### src/rtl/rank_state_bank.sv
// Double-buffered per-layer rank/UV table: beats load the shadow bank, commit swaps it active.
// Read latency 1 cycle; cfg_ready drops while a loaded shadow bank waits for its swap.
module rank_state_bank #(
    parameter int NUM_LAYERS = 8,
    parameter int RANK_WIDTH = 10,
    parameter int LANES      = 2,
    localparam int LAYER_W   = $clog2(NUM_LAYERS)
) (
    input  logic                        clk,
    input  logic                        rst_n,
    input  logic                        cfg_valid,
    output logic                        cfg_ready,
    input  logic [LANES*RANK_WIDTH-1:0] cfg_data,
    input  logic                        cfg_last,
    input  logic                        commit,
    input  logic                        rd_en,
    input  logic [LAYER_W-1:0]          layer_idx,
    output logic                        rd_valid,
    output logic [RANK_WIDTH-1:0]       rank_no,
    output logic                        uv_en,
    output logic                        rd_err,
    output logic                        cfg_err,
    output logic                        shadow_full,
    output logic [7:0]                  bank_gen
);

    localparam int RB  = (NUM_LAYERS + LANES - 1) / LANES;
    localparam int TB  = RB + 1;
    localparam int BCW = $clog2(TB);
    localparam logic [BCW-1:0] RB_L = BCW'(RB);

    typedef enum logic [1:0] {IDLE, LOAD, FULL} state_t;

    state_t                  state;
    logic [BCW-1:0]          beat_cnt;
    logic                    bank_sel;
    logic                    commit_pend;
    logic [RANK_WIDTH-1:0]   rank_mem [2][NUM_LAYERS];
    logic [NUM_LAYERS-1:0]   uv_mem [2];

    logic                    sh;
    logic                    beat_fire;
    logic                    last_beat;
    logic                    bad_beat;
    logic                    accept_rank;
    logic                    swap;
    logic                    rank_we [NUM_LAYERS];
    logic [RANK_WIDTH-1:0]   rank_wd [NUM_LAYERS];

    assign cfg_ready   = rst_n && (state != FULL);
    assign shadow_full = (state == FULL);
    assign sh          = ~bank_sel;
    assign beat_fire   = cfg_valid && cfg_ready;
    assign last_beat   = (beat_cnt == RB_L);
    assign bad_beat    = beat_fire && (cfg_last != last_beat);
    assign accept_rank = beat_fire && !cfg_last && !last_beat;
    assign swap        = (state == FULL) && (commit || commit_pend);

    // Each layer is owned by exactly one beat/lane pair; lanes past the last layer never match.
    always_comb begin
        for (int i = 0; i < NUM_LAYERS; i++) begin
            rank_we[i] = accept_rank && (int'(beat_cnt) == i / LANES);
            rank_wd[i] = cfg_data[(i % LANES)*RANK_WIDTH +: RANK_WIDTH];
        end
    end

    always_ff @(posedge clk) begin
        if (!rst_n) begin
            state       <= IDLE;
            beat_cnt    <= '0;
            bank_sel    <= 1'b0;
            commit_pend <= 1'b0;
            bank_gen    <= '0;
            cfg_err     <= 1'b0;
            rd_valid    <= 1'b0;
            rank_no     <= '0;
            uv_en       <= 1'b0;
            rd_err      <= 1'b0;
            for (int b = 0; b < 2; b++) begin
                uv_mem[b] <= '0;
                for (int i = 0; i < NUM_LAYERS; i++)
                    rank_mem[b][i] <= '0;
            end
        end else begin
            if (swap) begin
                bank_sel    <= ~bank_sel;
                bank_gen    <= bank_gen + 8'd1;
                commit_pend <= 1'b0;
                state       <= IDLE;
            end else if (state != FULL) begin
                if (commit && state == LOAD)
                    commit_pend <= 1'b1;
                // A malformed beat wins over a same-cycle commit and drops the pending swap.
                if (bad_beat) begin
                    cfg_err     <= 1'b1;
                    beat_cnt    <= '0;
                    state       <= IDLE;
                    commit_pend <= 1'b0;
                end else if (beat_fire && last_beat) begin
                    uv_mem[sh] <= cfg_data[NUM_LAYERS-1:0];
                    beat_cnt   <= '0;
                    state      <= FULL;
                end else if (beat_fire) begin
                    beat_cnt <= beat_cnt + 1'b1;
                    state    <= LOAD;
                end
                for (int i = 0; i < NUM_LAYERS; i++)
                    if (rank_we[i])
                        rank_mem[sh][i] <= rank_wd[i];
            end

            // bank_sel is the pre-edge value here, so a read on the swap edge sees the old bank.
            if (rd_en) begin
                rd_valid <= 1'b1;
                if (int'(layer_idx) >= NUM_LAYERS) begin
                    rank_no <= '0;
                    uv_en   <= 1'b0;
                    rd_err  <= 1'b1;
                end else begin
                    rank_no <= rank_mem[bank_sel][layer_idx];
                    uv_en   <= uv_mem[bank_sel][layer_idx];
                    rd_err  <= 1'b0;
                end
            end else begin
                rd_valid <= 1'b0;
                rd_err   <= 1'b0;
            end
        end
    end

endmodule
### config.mk
export PLATFORM = sky130hd
export DESIGN_NAME = rank_state_bank
export DESIGN_NICKNAME = d
export VERILOG_FILES = /design/src/rtl/rank_state_bank.sv
export SDC_FILE = /design/constraint.sdc
export NUM_CORES = 1
export LEC_CHECK = 0
export ABC_AREA = 1
export CORE_MARGIN = 4
export CORE_UTILIZATION = 54
export DETAILED_ROUTE_END_ITERATION = 7
export PLACE_DENSITY_LB_ADDON = 0.1
export SLEW_MARGIN = 20
export SYNTH_ARGS = -nofsm -noshare
export SYNTH_HDL_FRONTEND = slang
export SYNTH_SLANG_ARGS = --single-unit
### constraint.sdc
create_clock -name clk -period 2.2 [get_ports clk]
set_input_delay 0.33 -clock clk [delete_from_list [all_inputs] [get_ports clk]]
set_output_delay 0.33 -clock clk [all_outputs]
set_load 0.005 [all_outputs]
==> results of run 1 <==
sequential cells by signal, summed over array words and instances (netlist names), named ones only:
register     flops
beat_cnt         3
bank_sel         1
rank_mem       160
uv_en            1
cfg_err          1
state            2
commit_pend      1
rank_no         10
bank_gen         8
uv_mem          16
rd_valid         1
logic make-up after synthesis:
logic type	count (synthesis)
AOI/OAI and AO/OA	20
xor gates and xnor gates	2
adders and majority gates	6
buffers and inverters	122
DFF	205
other	1
and+or+nand+nor	601
worst register-to-register path: cells and delay by family, from the launching register on:
| kind | cells | cell delay (ns) |
|---|---|---|
| buf+inv | 3 | 0.54 |
| simple gates | 2 | 0.26 |
| flops | 1 | 0.53 |
| fa+ha+maj | 1 | 0.24 |
| compound gates | 1 | 0.13 |
placed cells by master (no fill, tap or decap), types with 23 or more instances in the layout:
master / Yosys / layout
buf_4: 5 / 29
clkbuf_16: 0 / 23
clkdlybuf4s50_1: 0 / 51
dfxtp_1: 29 / 28
edfxtp_1: 176 / 176
inv_1: 61 / 61
nand2_1: 282 / 280
nand3_1: 147 / 147
nor2_1: 127 / 127
nor2_2: 29 / 29
routing by layer:
metal	GRT usage	vias to the layer above	part of all wire
li1	-	3267	-
met2	0.4283	251	0.50
met5	0	-	0
met1	0.3166	3223	0.40
met3	0.03517	58	0.065
met4	0.08944	0	0.035
final timing paths:
kind	startpoint	end	slack, ns
worst max-delay path	rst_n	cfg_ready	0.12
worst min-delay path	state[0]	state[0]	0.49
worst max register to register	beat_cnt[2]	rank_mem[1][60]	0.21
worst min register to register	state[0]	state[0]	0.49
final cells by class:
cell class              count  area share
flip-flops and latches    205      0.5410
well taps                 220     0.02538
clock inverters            10    0.004384
clock buffers              27     0.05446
multi-input cells         630      0.2587
repair buffers             94     0.09219
inverters                  69     0.02388
per-stage QoR:
step                hold slack [ns]    util  cell area (sq um)  setup slack [ns]
floorplan                    0.4429       -               9211            0.1169
global placement             0.4545  0.6130              10200           0.07579
detailed placement           0.4830  0.6130              10200           0.01175
CTS                          0.4923  0.6514              10840           0.06488
global route                 0.5300  0.6516              10840           0.04919
finish                       0.4893  0.6516              10840            0.1180
power by group:
group / internal [mW] / switching (mW)
clock network: 1.89 / 1.45
logic: 0.236 / 0.397
registers: 4.37 / 0.0451
==> impl_metrics.tcl, run 1 <==
set metrics [dict create \
    viasPerCell 5.418 \
    regArea_sq_mm 0.005867 \
    crit_buf_inv 4 \
    die_w_microns 138.6 \
    ys_async_sr_fraction 0 \
    worstSetupPathType "input pin to output pin" \
    cts_hold_buf 0 \
    nets 1057 \
    rows 47 \
    cpPeakStageDelay_ns 0.56 \
    drt_first_pass_iters 6 \
    critPathSlowestCell "clkdlybuf4s50_1" \
    clk_pin_slew_ns 0.06 \
    wl_per_cell_microns 18.73 \
    synthesis.area_sq_mm 0.009206 \
    worst_ep_required_time_ns 1.87 \
    synth_compound_area_frac 0.01128 \
    setup_tns_ns 0 \
    drc 0 \
    synth_seq_cells 205 \
    grt_pass1_vias 6810 \
    finClkSkew_ns 0.01628 \
    ys.flop_type "edfxtp_1" \
    status "complete, no violations" \
    synthTopCellsByCount "nand2_1, edfxtp_1, nand3_1" \
    grt_max_degree 56 \
    place_congestion 0.8458 \
    syn_nets 992 \
    path_max_fanout 21 \
    dpl.hpwl_microns 15530 \
    synth_xor_area_frac 0.001903 \
    seq_area_frac_synth 0.6371 \
    critPathArrivalTime_ns 1.75 \
    ff2ff_path_depth 7 \
    crit_family "buffers and inverters" \
    hold_depth 2 \
    synth_top_area_cell "edfxtp_1" \
    syn_to_final_growth_pct 17.79 \
    h-tree-depth 1 \
    cp_common_cell "clkdlybuf4s50_1" \
    power.total_mw 8.393 \
    syn_avg_cell_area_sq_um 9.620 \
    clock_path_buffers 3 \
    cts_sinks 205 \
    p_leak_nw 4.488 \
    track_usage 0.2463 \
    hold_class "register to register" \
    design.die.area_sq_mm 0.01920 \
    antenna_found_initial 0 \
    powerDensity_mw_per_mm2 774.0 \
    yosysTopAreaCellShare 0.5741 \
    synthMuxAreaShare 0 \
    synth_simple_gate_area_frac 0.2824 \
    finalNonFillerCells 1255 \
    clk_latency_ns 0.51 \
    rsz0062_at_grt "no" \
    ir_drop_mv 0.6579 \
    core_region_area_sq_mm 0.01664 \
    cts-root-buf "clkbuf_16" \
    ios 53 \
    cts_made_buffers 22 \
    finalMaxSlewViolations 0 \
    max_freq_ghz 0.4803 \
    synth_cell_type_count 32 \
    synth_most_common_cell "nand2_1" \
    wl_microns 23510 \
    cap_viol_max_count 0 \
    synth_top_family_by_area "simple AND/OR/NAND/NOR gates" \
    worst_slew_pin_slew_ns 0.5856 \
    vias 6799 \
    drtAntennaViolNets 0 \
    syn_inst 957 \
    drive_above_1_share 0.1150 \
    path_depth 5 \
    synth_area_leaders "edfxtp_1, nand2_1, nand3_1" \
    portBuffers 51 \
    fillers 1373 \
    maxSlewHeadroom 0.6092 \
    setup-violations-final 0 \
    dieHeight_microns 138.6 \
    min_period_over_period 0.9464 \
    dp.cells 1218 \
    antenna_cells 0 \
    synthAdderAreaFrac 0.008154 \
    post_cts_resized 0 \
    synth_edf_count 176 \
    yosysWarnings 0 \
    grt_overflow 0 \
    cts_tree "done" \
    grt_pass1_wl_microns 37070 \
    start_util 0.5532 \
    endpoint_kind "output pin" \
    worstPathCellList "clkdlybuf4s50_1 > buf_6 > nand2_1 > inv_1 > clkdlybuf4s50_1" \
    worst_setup_path_start_kind "input pin" \
    cts_setup_buffers 0 \
    hold_violations 0 \
    drtIter0Drc 674 \
    multi_input_area_sq_mm 0.002805 \
    post-route-min-period_ns 2.082 \
]
Power figures use the tool's default switching activity.
==> run 2, diff against run 1 <==
- GPL_ROUTABILITY_DRIVEN: unset -> 0
==> results of run 2 <==
The final DEF is identical to that of run 1; final timing and power are the same.
